--- src/rtl/sseg_pkg.sv ---
// Shared constants and state encoding for the seven-segment serial display chain.
package sseg_pkg;

    localparam int SSEG_DATA_W  = 64;
    localparam int SSEG_CLK_DIV = 2;

    typedef enum logic [1:0] {
        ST_IDLE  = 2'd0,
        ST_SHIFT = 2'd1,
        ST_LATCH = 2'd2,
        ST_DONE  = 2'd3
    } sseg_state_e;

endpackage

--- src/rtl/sseg_bit_tick.sv ---
// Free-running divider that emits a one-cycle tick every CLK_DIV enabled clocks.
module sseg_bit_tick #(
    parameter int CLK_DIV = 2
) (
    input  logic clk,
    input  logic rst,
    input  logic clr,
    input  logic en,
    output logic tick
);

    localparam logic [7:0] TERM = 8'(CLK_DIV - 1);

    logic [7:0] cnt_reg;

    always_ff @(posedge clk) begin
        if (rst || clr) begin
            cnt_reg <= '0;
        end else if (en) begin
            cnt_reg <= (cnt_reg == TERM) ? 8'd0 : cnt_reg + 8'd1;
        end
    end

    assign tick = en && (cnt_reg == TERM);

endmodule

--- src/rtl/sseg_serial_tx.sv ---
// Shifts a 64-bit segment frame MSB first into the external display chain,
// generating seg_clk, seg_sout and the seg_pen latch strobe.
module sseg_serial_tx
    import sseg_pkg::*;
#(
    parameter int DATA_W  = SSEG_DATA_W,
    parameter int CLK_DIV = SSEG_CLK_DIV
) (
    input  logic              clk,
    input  logic              rst,
    input  logic              start,
    input  logic [DATA_W-1:0] par_data,
    output logic              seg_clk,
    output logic              seg_sout,
    output logic              seg_pen,
    output logic              seg_clrn,
    output logic              busy,
    output logic              done
);

    localparam int CNT_W = $clog2(DATA_W) + 1;
    localparam logic [CNT_W-1:0] LAST_BIT = CNT_W'(DATA_W - 1);
    localparam logic [CNT_W-1:0] CNT_ONE  = CNT_W'(1);

    localparam logic [1:0] S_IDLE  = 2'(ST_IDLE);
    localparam logic [1:0] S_SHIFT = 2'(ST_SHIFT);
    localparam logic [1:0] S_LATCH = 2'(ST_LATCH);
    localparam logic [1:0] S_DONE  = 2'(ST_DONE);

    logic [1:0]        state_reg, state_next;
    logic [DATA_W-1:0] shift_reg, shift_next, shifted;
    logic [CNT_W-1:0]  bit_cnt_reg, bit_cnt_next;
    logic              seg_clk_reg, seg_clk_next;
    logic              seg_pen_reg, seg_pen_next;
    logic              busy_reg, busy_next;
    logic              done_reg, done_next;
    logic              seg_clrn_reg;
    logic              accept, tick_en, tick;

    assign accept  = (state_reg == S_IDLE) && start;
    assign tick_en = (state_reg == S_SHIFT) || (state_reg == S_LATCH);

    sseg_bit_tick #(
        .CLK_DIV(CLK_DIV)
    ) u_bit_tick (
        .clk (clk),
        .rst (rst),
        .clr (accept),
        .en  (tick_en),
        .tick(tick)
    );

    // Left shift with zero fill; after the final bit the register is all zero,
    // which is what drives seg_sout low once the frame leaves SHIFT.
    assign shifted[0] = 1'b0;
    for (genvar gi = 1; gi < DATA_W; gi++) begin : g_shift
        assign shifted[gi] = shift_reg[gi-1];
    end

    always_comb begin
        state_next   = state_reg;
        shift_next   = shift_reg;
        bit_cnt_next = bit_cnt_reg;
        seg_clk_next = seg_clk_reg;
        seg_pen_next = seg_pen_reg;
        busy_next    = busy_reg;
        done_next    = 1'b0;
        case (state_reg)
            S_IDLE: begin
                if (start) begin
                    state_next   = S_SHIFT;
                    shift_next   = par_data;
                    bit_cnt_next = '0;
                    seg_clk_next = 1'b0;
                    busy_next    = 1'b1;
                end
            end
            S_SHIFT: begin
                if (tick) begin
                    seg_clk_next = ~seg_clk_reg;
                    // Falling toggle: the chain has taken the current bit.
                    if (seg_clk_reg) begin
                        shift_next   = shifted;
                        bit_cnt_next = bit_cnt_reg + CNT_ONE;
                        if (bit_cnt_reg == LAST_BIT) begin
                            state_next   = S_LATCH;
                            seg_pen_next = 1'b1;
                        end
                    end
                end
            end
            S_LATCH: begin
                if (tick) begin
                    state_next   = S_DONE;
                    seg_pen_next = 1'b0;
                    done_next    = 1'b1;
                end
            end
            S_DONE: begin
                state_next = S_IDLE;
                busy_next  = 1'b0;
            end
            default: begin
                state_next = S_IDLE;
            end
        endcase
    end

    always_ff @(posedge clk) begin
        if (rst) begin
            state_reg   <= S_IDLE;
            shift_reg   <= '0;
            bit_cnt_reg <= '0;
            seg_clk_reg <= 1'b0;
            seg_pen_reg <= 1'b0;
            busy_reg    <= 1'b0;
            done_reg    <= 1'b0;
        end else begin
            state_reg   <= state_next;
            shift_reg   <= shift_next;
            bit_cnt_reg <= bit_cnt_next;
            seg_clk_reg <= seg_clk_next;
            seg_pen_reg <= seg_pen_next;
            busy_reg    <= busy_next;
            done_reg    <= done_next;
        end
    end

    always_ff @(posedge clk) begin
        seg_clrn_reg <= ~rst;
    end

    assign seg_clk  = seg_clk_reg;
    assign seg_sout = shift_reg[DATA_W-1];
    assign seg_pen  = seg_pen_reg;
    assign seg_clrn = seg_clrn_reg;
    assign busy     = busy_reg;
    assign done     = done_reg;

endmodule

--- config.mk ---
export PLATFORM = sky130hd
export DESIGN_NAME = sseg_serial_tx
export DESIGN_NICKNAME = d
export VERILOG_FILES = /design/src/rtl/sseg_pkg.sv /design/src/rtl/sseg_bit_tick.sv /design/src/rtl/sseg_serial_tx.sv
export SDC_FILE = /design/constraint.sdc
export NUM_CORES = 1
export LEC_CHECK = 0
export BUFFER_PORTS_ARGS = -buffer_cell sky130_fd_sc_hd__buf_2
export CAP_MARGIN = 15
export CORE_MARGIN = 5
export CORE_UTILIZATION = 30
export DETAILED_ROUTE_END_ITERATION = 8
export GPL_TIMING_DRIVEN = 0
export PLACE_DENSITY = 0.59
export SLEW_MARGIN = 30
export SYNTH_ARGS = -nofsm -noshare
export SYNTH_HDL_FRONTEND = slang
export SYNTH_SLANG_ARGS = --single-unit
--- constraint.sdc ---
create_clock -name clk -period 2.4 [get_ports clk]
set_clock_uncertainty 0.1 [all_clocks]
set_input_delay 0.24 -clock clk [delete_from_list [all_inputs] [get_ports clk]]
set_output_delay 0.24 -clock clk [all_outputs]
set_load 0.05 [all_outputs]
==> impl_summary.txt, run 1 <==
----------------------------------------------------
[Status]
  Run status ... finished clean

[STA]
  Final hold violation count ... 0
  Final clock period utilization by the worst path ... 99.3%
  Transition time at the pin with the least slew margin ... 0.714 ns
  Number of setup violations in the final report ... 0
  Worst max-slew margin expressed relative to the limit ... 52.4%
  Setup repair after global routing missed its margin ... true
  Worst Slack Setup Final ... 0.0165 ns
  Final-report max-slew violation count ... 0
  Clock period minus worst slack ... 2.38 ns
  Max frequency ... 0.420 GHz
  Sum of negative setup slack ... 0 ns

[Logic synthesis]
  Proportion of synthesized flip-flops having asynchronous set or reset ... 0%
  Number of flops mapped to enable cells by yosys ... 0
  Count of cell types in the netlist ... 40
  Dominant combinational cell family by area after synthesis ... compound AO/OA/AOI/OAI gates
  Post-synthesis register bit count ... 86
  Mux cell area share after synthesis ... 16.6%
  Top post-synthesis cells by area ... dfxtp_1, mux2i_1, a211oi_1
  Post-synth design cell area ... 4010 sq um
  Most common flop cell mapped by yosys ... dfxtp_1
  Cell with the most instances after synthesis ... dfxtp_1
  Library cell with the largest summed area after synthesis ... dfxtp_1
  YS warnings ... 0
  Area share of and/or/nand/nor cells after synthesis ... 7.87%
  Share of the synthesized area in compound gates (AO/OA/AOI/OAI) ... 24.1%
  Mapped Avg Cell Area ... 9.51 sq um
  Sequential cell area fraction in the yosys report ... 43.0%
  Post-synthesis instance total ... 421
  Number of nets produced by synthesis ... 495
  Post-synthesis adder-cell area fraction ... 2.19%
  Commonest cells in the netlist ... dfxtp_1, a21oi_1, a211oi_1, mux2i_1, clkbuf_1
  Share of the synthesized netlist area taken by xor and xnor gates ... 1.53%
  Post-synth top area share ... 43.0%

[Drt]
  Vias after detailed routing ... 3515
  Routed met1 length ... 5030 um
  Per-cell via count in the routed design ... 5.11
  DR iter-0 viols ... 172
  Post-route ant nets ... 0
  Post-DR wirelength/cell ... 15.4 um
  Remaining DRCs ... 0
  Iteration count of the initial detailed-routing pass ... 4
  Met3 wire length ... 613 um
  Max layer used ... met5
  Detail Route met2 WL ... 4700 um
  Routed WL ... 10600 um

[Floorplanning]
  Starting density of the core ... 30.4%
  Area of the core ... 13200 sq um
  Floorplan die area ... 15800 sq um
  Die Y-Extent ... 126 um
  X dimension of the die ... 126 um
  Top Ports ... 73
  Number of placement rows ... 42

[Clock tree]
  Root cell of the clock tree ... clkbuf_16
  Hold-fix buffers, CTS ... 0
  Clock tree from TritonCTS ... yes
  Clk sink count ... 86
  Total clock buffers created by CTS ... 9
  Clk_lat worst skew ... 0.34 ns
  Clock input transition at the sequential cells of the worst setup and hold paths ... 0.06 ns
  Maximum root-to-sink buffer count ... 2
  Level count of the clock H-tree ... 3

[Place]
  Cells after DPL ... 668
  HPWL after detailed placement ... 7280 um
  Area of placed instances ... 4580 sq um
  RD Place Congestion ... 0.830
  Setup Slack @ Placement ... -0.215 ns
  Input/output buffers ... 71

[Cells and area]
  Final cell area excluding filler cells ... 5050 sq um
  Finished Layout Cells ... 688
  Total Nets Final ... 582
  Fill count ... 1328
  Area growth, synth to finish ... 26.2%
  Fraction of layout cells with a size suffix above 1 ... 25.4%
  Max FFs per register ... 64
  Antenna Cells ... 0

[Power and ir drop]
  Power density over the cells ... 1350 nW/um^2
  Static leakage power ... 1.91 nW
  Max rail drop VDD ... 0.000709 V

[Min path]
  Tightest Hold Check Type ... input pin to register

[Global routing]
  Global-route wire length before repair ... 17200 um
  Vias in the first global route ... 3472
  Number of antenna violations at the first check in global routing ... 2
  Gr ovfl total ... 0
  Total Routing Usage GR ... 13.3%
  Largest net degree at the start of global routing ... 13

[Critical path]
  Start-to-end type of the worst setup path ... register to register
  Kind of start point of the critical path ... register
  Setup crit end kind ... register
  Worst Path Max Fanout ... 10
  Data arrival time at the worst-slack endpoint ... 2.51 ns
  Worst endpoint required time ... 2.53 ns

[Job]
  Max-cap viol count ... 0

----------------------------------------------------
==> metrics by stage <==
| step | util (%) | hold slack [ns] | power, W |
|---|---|---|---|
| 2_1_floorplan | - | 0.290 | 0.00447 |
| 3_3_place_gp | 34.7 | 0.352 | 0.00507 |
| 3_5_place_dp | 34.7 | 0.355 | 0.00517 |
| 4_1_cts | 37.2 | 0.0500 | 0.00662 |
| 5_1_grt | 38.3 | 0.0622 | 0.00733 |
| 6_report | 38.3 | 0.0624 | 0.00684 |
==> area by class of cell <==
cell class              count  area, sq um  share of cell area, %
clock buffers              15          288                   5.69
well taps                 176          220                   4.36
plain buffers              35          200                   3.96
inverters                   7         26.3                  0.520
flip-flops and latches     86         1730                   34.2
multi-input cells         291         2160                   42.7
repair buffers             78          433                   8.57
==> cell families after synthesis <==
family,Yosys count
buf+inv,44
compound gates,153
flops,86
xor+xnor,7
fa+ha+maj,7
mux,66
simple gates,58
==> layer usage <==
metal  global-route usage, %  vias to the layer above
met2                    19.7                       80
met5                       0                        -
met3                    4.14                       18
met1                    17.8                     1664
li1                        -                     1749
met4                    5.74                        4
==> timing repair <==
item,in CTS,in global routing
gates resized for setup,4,42
pin swaps,2,4
endpoints found under the setup margin,63,66
gates cloned,0,0
buffers inserted,3,4
==> cells in the final DEF, fill, tap and decap left out, drive strengths merged, types with 5 or more instances in the layout <==
master,count
nand2,14
nor2,14
ha,7
inv,6
o21ai,7
nand3,5
mux2i,64
clkbuf,39
dfxtp,86
buf,89
a21oi,74
a211oi,64
nand4,5
xor2,6
==> worst paths after layout <==
kind | endpoint | slack (ns) | from | cells after the start
min | shift_reg[0] | 0.06 | par_data[0] | 3
max | bit_cnt_reg[5] | 0.02 | u_bit_tick.cnt_reg[1] | 7
min reg2reg | seg_pen | 0.36 | seg_pen | 2
max reg2reg | bit_cnt_reg[5] | 0.02 | u_bit_tick.cnt_reg[1] | 7
==> power breakdown <==
group          internal, W  switching [W]
Combinational      0.00138        0.00181
Sequential         0.00199       0.000317
Clock             0.000810       0.000534
Total              0.00419        0.00266
==> critical path, cell delays in order (launching register included) <==
cell	delay [ns]
dfxtp_2	0.34
inv_1	0.06
ha_1	0.15
or4b_4	0.49
o31a_1	0.36
buf_6	0.16
nor4_4	0.25
mux2_2	0.36
No activity file was read; power rests on OpenSTA's default activity.
==> run 2: changes to the inputs <==
CORE_UTILIZATION = 50   (was 30)
PLACE_DENSITY = 0.85   (was 0.59)
RECOVER_POWER = 50   (was default)
==> run 2 against run 1 <==
Compared with the run above: die area decreased by 37%; first-iteration DRC count increased by 28%; hold slack got worse by 0.018 ns; clock power decreased by 13%; largest cell class unchanged.
==> impl_summary.txt, run 2 (synthesis results as in run 1) <==
----------------------------------------------------
[Cells and area]
  Total Nets Final ... 584
  Most common cell after layout, fill and taps aside ... dfxtp_1
  Commonest cells after routing, fill and taps aside ... dfxtp_1, buf_2, a21oi_1
  Share of the core filled with cells in the final layout ... 62.4%
  Fill count ... 664
  Area growth, synth to finish ... 21.0%
  Final cell area excluding filler cells ... 4850 sq um
  Antenna Cells ... 0
  Max FFs per register ... 64
  Fraction of layout cells with a size suffix above 1 ... 23.3%

[Min path]
  Tightest Hold Check Type ... input pin to register
  Endpoint, Worst Hold ... shift_reg[0]
  Hold path start ... par_data[0]
  Instance count along the most critical hold path ... 3

[Drt]
  Per-cell via count in the routed design ... 5.69
  Post-route ant nets ... 0
  Remaining DRCs ... 0
  DR iter-0 viols ... 221
  Post-DR wirelength/cell ... 15.3 um
  Vias after detailed routing ... 3512
  Routed WL ... 9450 um
  Iteration count of the initial detailed-routing pass ... 4

[Global routing]
  Number of antenna violations at the first check in global routing ... 0
  Total Routing Usage GR ... 18.9%
  Gr ovfl total ... 0
  Vias in the first global route ... 3356
  Global-route wire length before repair ... 15500 um
  Largest net degree at the start of global routing ... 14

[Clock tree]
  Level count of the clock H-tree ... 3
  Clk_lat worst skew ... 0.35 ns
  Root cell of the clock tree ... clkbuf_8
  Maximum root-to-sink buffer count ... 2
  Hold-fix buffers, CTS ... 0
  Total clock buffers created by CTS ... 9
  Clock tree from TritonCTS ... yes
  Clock input transition at the sequential cells of the worst setup and hold paths ... 0.08 ns
  Clk sink count ... 86

[STA]
  Clock period minus worst slack ... 2.37 ns
  Worst max-slew margin expressed relative to the limit ... 52.2%
  Setup repair after global routing missed its margin ... true
  Final clock period utilization by the worst path ... 98.7%
  Sum of negative setup slack ... 0 ns
  Max frequency ... 0.422 GHz
  Number of setup violations in the final report ... 0
  Final-report max-slew violation count ... 0
  Final hold violation count ... 0
  Minimum hold slack ... 0.0439 ns
  Transition time at the pin with the least slew margin ... 0.707 ns

[Power and ir drop]
  Power density over the cells ... 1330 nW/um^2
  Switching power total ... 0.00255 W
  Internal power ... 0.00391 W
  Static leakage power ... 1.84 nW
  Share of total power in combinational logic ... 46.2%
  Switching part of the total ... 39.5%
  Total power of the final layout ... 0.00646 W
  Portion of total power attributed to the clock network ... 18.0%
  Max rail drop VDD ... 0.000647 V
  Relative contribution of sequential cells to total power ... 35.8%

[Critical path]
  Kind of start point of the critical path ... register
  Critical path startpoint ... u_bit_tick.cnt_reg[1]
  Data arrival time at the worst-slack endpoint ... 2.50 ns
  Start-to-end type of the worst setup path ... register to register
  FF-to-FF Start ... u_bit_tick.cnt_reg[1]
  Worst Path Max Fanout ... 5
  Worst endpoint required time ... 2.54 ns
  Crit-path max cell delay ... 0.47 ns
  Capture point of the worst reg-to-reg path ... bit_cnt_reg[5]
  Setup crit end kind ... register
  Slowest cell on the critical path ... or4b_4
  Depth of the worst register-to-register path ... 7
  Critical path, cell by cell ... inv_2 -> ha_4 -> or4b_4 -> o31a_1 -> buf_6 -> nor4_4 -> mux2_4
  Setup slack of the worst register-to-register path ... 0.03 ns

[Job]
  Max-cap viol count ... 0

[Status]
  Run status ... finished clean

[Place]
  RD Place Congestion ... 0.866
  Area of placed instances ... 4490 sq um
  HPWL after detailed placement ... 6600 um
  Input/output buffers ... 71

[Floorplanning]
  Floorplan die area ... 9900 sq um
  Die Y-Extent ... 99.5 um
  Top Ports ... 73
  X dimension of the die ... 99.5 um
  Number of placement rows ... 32
  Area of the core ... 7770 sq um
  Starting density of the core ... 51.6%

----------------------------------------------------
## run 2: repair_timing
action	4_1_cts	5_1_grt
buffers inserted	3	4
resized for setup	4	16
gates cloned	0	1
pin swaps	2	3
endpoints found under the setup margin	62	75
## run 2: final cells by class
class / instances / area, sq um / area share (%)
sequential: 86 / 1730 / 35.7
inverter: 7 / 26.3 / 0.542
tap: 102 / 128 / 2.63
clock buffer: 13 / 169 / 3.48
timing repair buffer: 79 / 418 / 8.62
clock inverter: 3 / 65.1 / 1.34
buffer: 36 / 168 / 3.46
multi-input combinational: 291 / 2140 / 44.2
## run 2: power by group through the flow
stage               Clock (W)  Sequential [W]  Combinational, W
floorplan                   0         0.00231           0.00216
global placement            0         0.00229           0.00268
detailed placement          0         0.00232           0.00278
CTS                   0.00119         0.00231           0.00285
global route          0.00125         0.00237           0.00329
finish                0.00116         0.00231           0.00299
## run 2: how the worst max path moves through the flow
stage	end
floorplan	bit_cnt_reg[5]
global placement	shift_reg[16]
detailed placement	shift_reg[1]
CTS	bit_cnt_reg[5]
global route	state_reg[0]
finish	bit_cnt_reg[5]
## run 2: through the flow
step	instances	worst slack (ns)
finish	617	0.0313
detailed placement	594	-0.136
floorplan	421	0.0845
global placement	594	-0.0605
CTS	612	0.00481
global route	617	-0.0846
## run 2: critical path: cells and delay by family, from the launching register on
family | cells | cell delay (ns)
flops | 1 | 0.35
simple gates | 2 | 0.74
mux | 1 | 0.32
compound gates | 1 | 0.40
buf+inv | 2 | 0.22
fa+ha+maj | 1 | 0.12
## run 2: per-layer routing
metal | up-vias | track usage, % | routed length, um
met5 | - | 0 | 0
met4 | 0 | 4.83 | 91
met3 | 8 | 6.10 | 491
met2 | 97 | 30.3 | 4590
met1 | 1647 | 24.6 | 4270
li1 | 1760 | - | -
==> run 3: changes to the inputs <==
PLACE_DENSITY = 0.76   (was 0.85)
==> run 3 against run 2 <==
Compared with the run above: total power down 2.1%; wire length down 0.35%; worst setup slack better by 0.0032 ns; non-clock buffer count down 5; global-route usage about the same; combinational power down 2%; register-to-register slack about the same; via count down 1.1%.
==> impl_summary.txt, run 3 (synthesis results as in run 1) <==
----------------------------------------------------
[Cells and area]
  Max FFs per register ... 64
  Area taken by flip-flops and latches ... 1730 sq um
  Most common cell after layout, fill and taps aside ... dfxtp_1
  Multi-input combinational cell area ... 2150 sq um
  Total Nets Final ... 579
  Final cell area excluding filler cells ... 4800 sq um
  Fraction of layout cells with a size suffix above 1 ... 22.2%
  Fill count ... 691
  Antenna Cells ... 0
  Area growth, synth to finish ... 19.7%
  Commonest cells after routing, fill and taps aside ... dfxtp_1, buf_2, a21oi_1

[Global routing]
  Largest net degree at the start of global routing ... 14
  Global-route wire length before repair ... 15400 um
  Vias in the first global route ... 3303
  Number of antenna violations at the first check in global routing ... 0
  Total Routing Usage GR ... 18.8%
  Gr ovfl total ... 0

[STA]
  Number of setup violations in the final report ... 0
  Worst max-slew margin expressed relative to the limit ... 51.7%
  Max frequency ... 0.423 GHz
  Setup repair after global routing missed its margin ... true
  Transition time at the pin with the least slew margin ... 0.725 ns
  Final hold violation count ... 0
  Final-report max-slew violation count ... 0
  Final clock period utilization by the worst path ... 98.6%
  Clock period minus worst slack ... 2.37 ns

[Drt]
  Routed WL ... 9410 um
  Remaining DRCs ... 0
  Post-route ant nets ... 0
  Per-cell via count in the routed design ... 5.70
  Iteration count of the initial detailed-routing pass ... 4
  Vias after detailed routing ... 3475
  DR iter-0 viols ... 132
  Post-DR wirelength/cell ... 15.4 um

[Job]
  Max-cap viol count ... 0

[Clock tree]
  Clk_lat worst skew ... 0.36 ns
  Clock tree from TritonCTS ... yes
  Root cell of the clock tree ... clkbuf_8
  Clk sink count ... 86
  Clock input transition at the sequential cells of the worst setup and hold paths ... 0.08 ns
  Level count of the clock H-tree ... 3
  Maximum root-to-sink buffer count ... 2
  Total clock buffers created by CTS ... 9

[Floorplanning]
  Starting density of the core ... 51.6%
  Area of the core ... 7770 sq um
  Die Y-Extent ... 99.5 um
  Top Ports ... 73
  Number of placement rows ... 32
  X dimension of the die ... 99.5 um
  Floorplan die area ... 9900 sq um

[Power and ir drop]
  Switching power total ... 0.00252 W
  Portion of total power attributed to the clock network ... 17.3%
  Power density over the cells ... 1320 nW/um^2
  Static leakage power ... 1.80 nW
  Total power of the final layout ... 0.00633 W
  Relative contribution of sequential cells to total power ... 36.5%
  Switching part of the total ... 39.8%
  Internal power ... 0.00381 W
  Max rail drop VDD ... 0.000707 V
  Share of total power in combinational logic ... 46.1%

[Place]
  HPWL after detailed placement ... 6550 um
  Area of placed instances ... 4490 sq um
  Input/output buffers ... 71
  RD Place Congestion ... 0.851

[Critical path]
  Kind of start point of the critical path ... register
  Worst Path Max Fanout ... 8
  Start-to-end type of the worst setup path ... register to register
  Worst endpoint required time ... 2.59 ns
  Data arrival time at the worst-slack endpoint ... 2.55 ns
  Setup crit end kind ... register

[Min path]
  Tightest Hold Check Type ... input pin to register

[Status]
  Run status ... finished clean

----------------------------------------------------
==> run 3: cell count changes in the layout (fill, tap and decap cells not counted), moves of 2 or more <==
cell and delta:
or4_1 +2, clkbuf_2 -2, or4_4 -2, clkbuf_8 -2, buf_4 -3, buf_2 -2
==> run 3: worst paths after layout <==
check	startpoint	slack, ns	depth (start not counted)	to
max	u_bit_tick.cnt_reg[1]	0.03	8	bit_cnt_reg[4]
min	par_data[0]	0.04	3	shift_reg[0]
max reg2reg	u_bit_tick.cnt_reg[1]	0.03	8	bit_cnt_reg[4]
min reg2reg	seg_pen	0.35	2	seg_pen
==> run 3: power groups by stage <==
| stage | logic, W | registers (W) | clock network (W) |
|---|---|---|---|
| after global placement | 0.00270 | 0.00229 | 0 |
| after floorplan | 0.00216 | 0.00231 | 0 |
| after CTS | 0.00280 | 0.00229 | 0.00112 |
| after global routing | 0.00323 | 0.00237 | 0.00118 |
| after detailed placement | 0.00278 | 0.00232 | 0 |
| final | 0.00292 | 0.00231 | 0.00110 |
==> run 3: area by class of cell <==
class | count | area share (%)
multi-input cells | 291 | 44.8
well taps | 102 | 2.66
flip-flops and latches | 86 | 36.1
clock inverters | 4 | 1.51
repair buffers | 74 | 7.98
clock buffers | 10 | 2.87
inverters | 7 | 0.548
plain buffers | 36 | 3.57
==> run 3: timing repair <==
item,in CTS,in global routing
cloned,0,0
setup buffers,0,3
setup endpoints to repair,62,72
resized for setup,3,19
pin swaps,2,4
hold buffers,0,0
==> run 3: per-stage QoR <==
step                worst slack (ns)  std cells  hold slack [ns]  util [%]  TNS, ns
detailed placement           -0.0840        594            0.345      57.8    -4.10
global route                 -0.0587        610           0.0459      61.7   -0.102
finish                        0.0345        610           0.0436      61.7        0
CTS                         0.000594        607           0.0329      60.6        0
global placement             -0.0784        594            0.342      57.8    -4.16
floorplan                     0.0845        421            0.290         -        0
==> run 3: worst max-delay path: stages, from the launching register on <==
cell and delay, ns:
dfxtp_4 0.37, inv_2 0.06, ha_4 0.12, or4b_4 0.49, o31a_1 0.39, buf_6 0.17
buf_4 0.13, or3_4 0.36, a21oi_2 0.11
==> run 3: layer usage <==
layer | routed length [um] | global-route usage (%)
met1 | 4220 | 24.8
met2 | 4530 | 29.5
met3 | 517 | 4.98
met4 | 138 | 7.25
met5 | 0 | 0
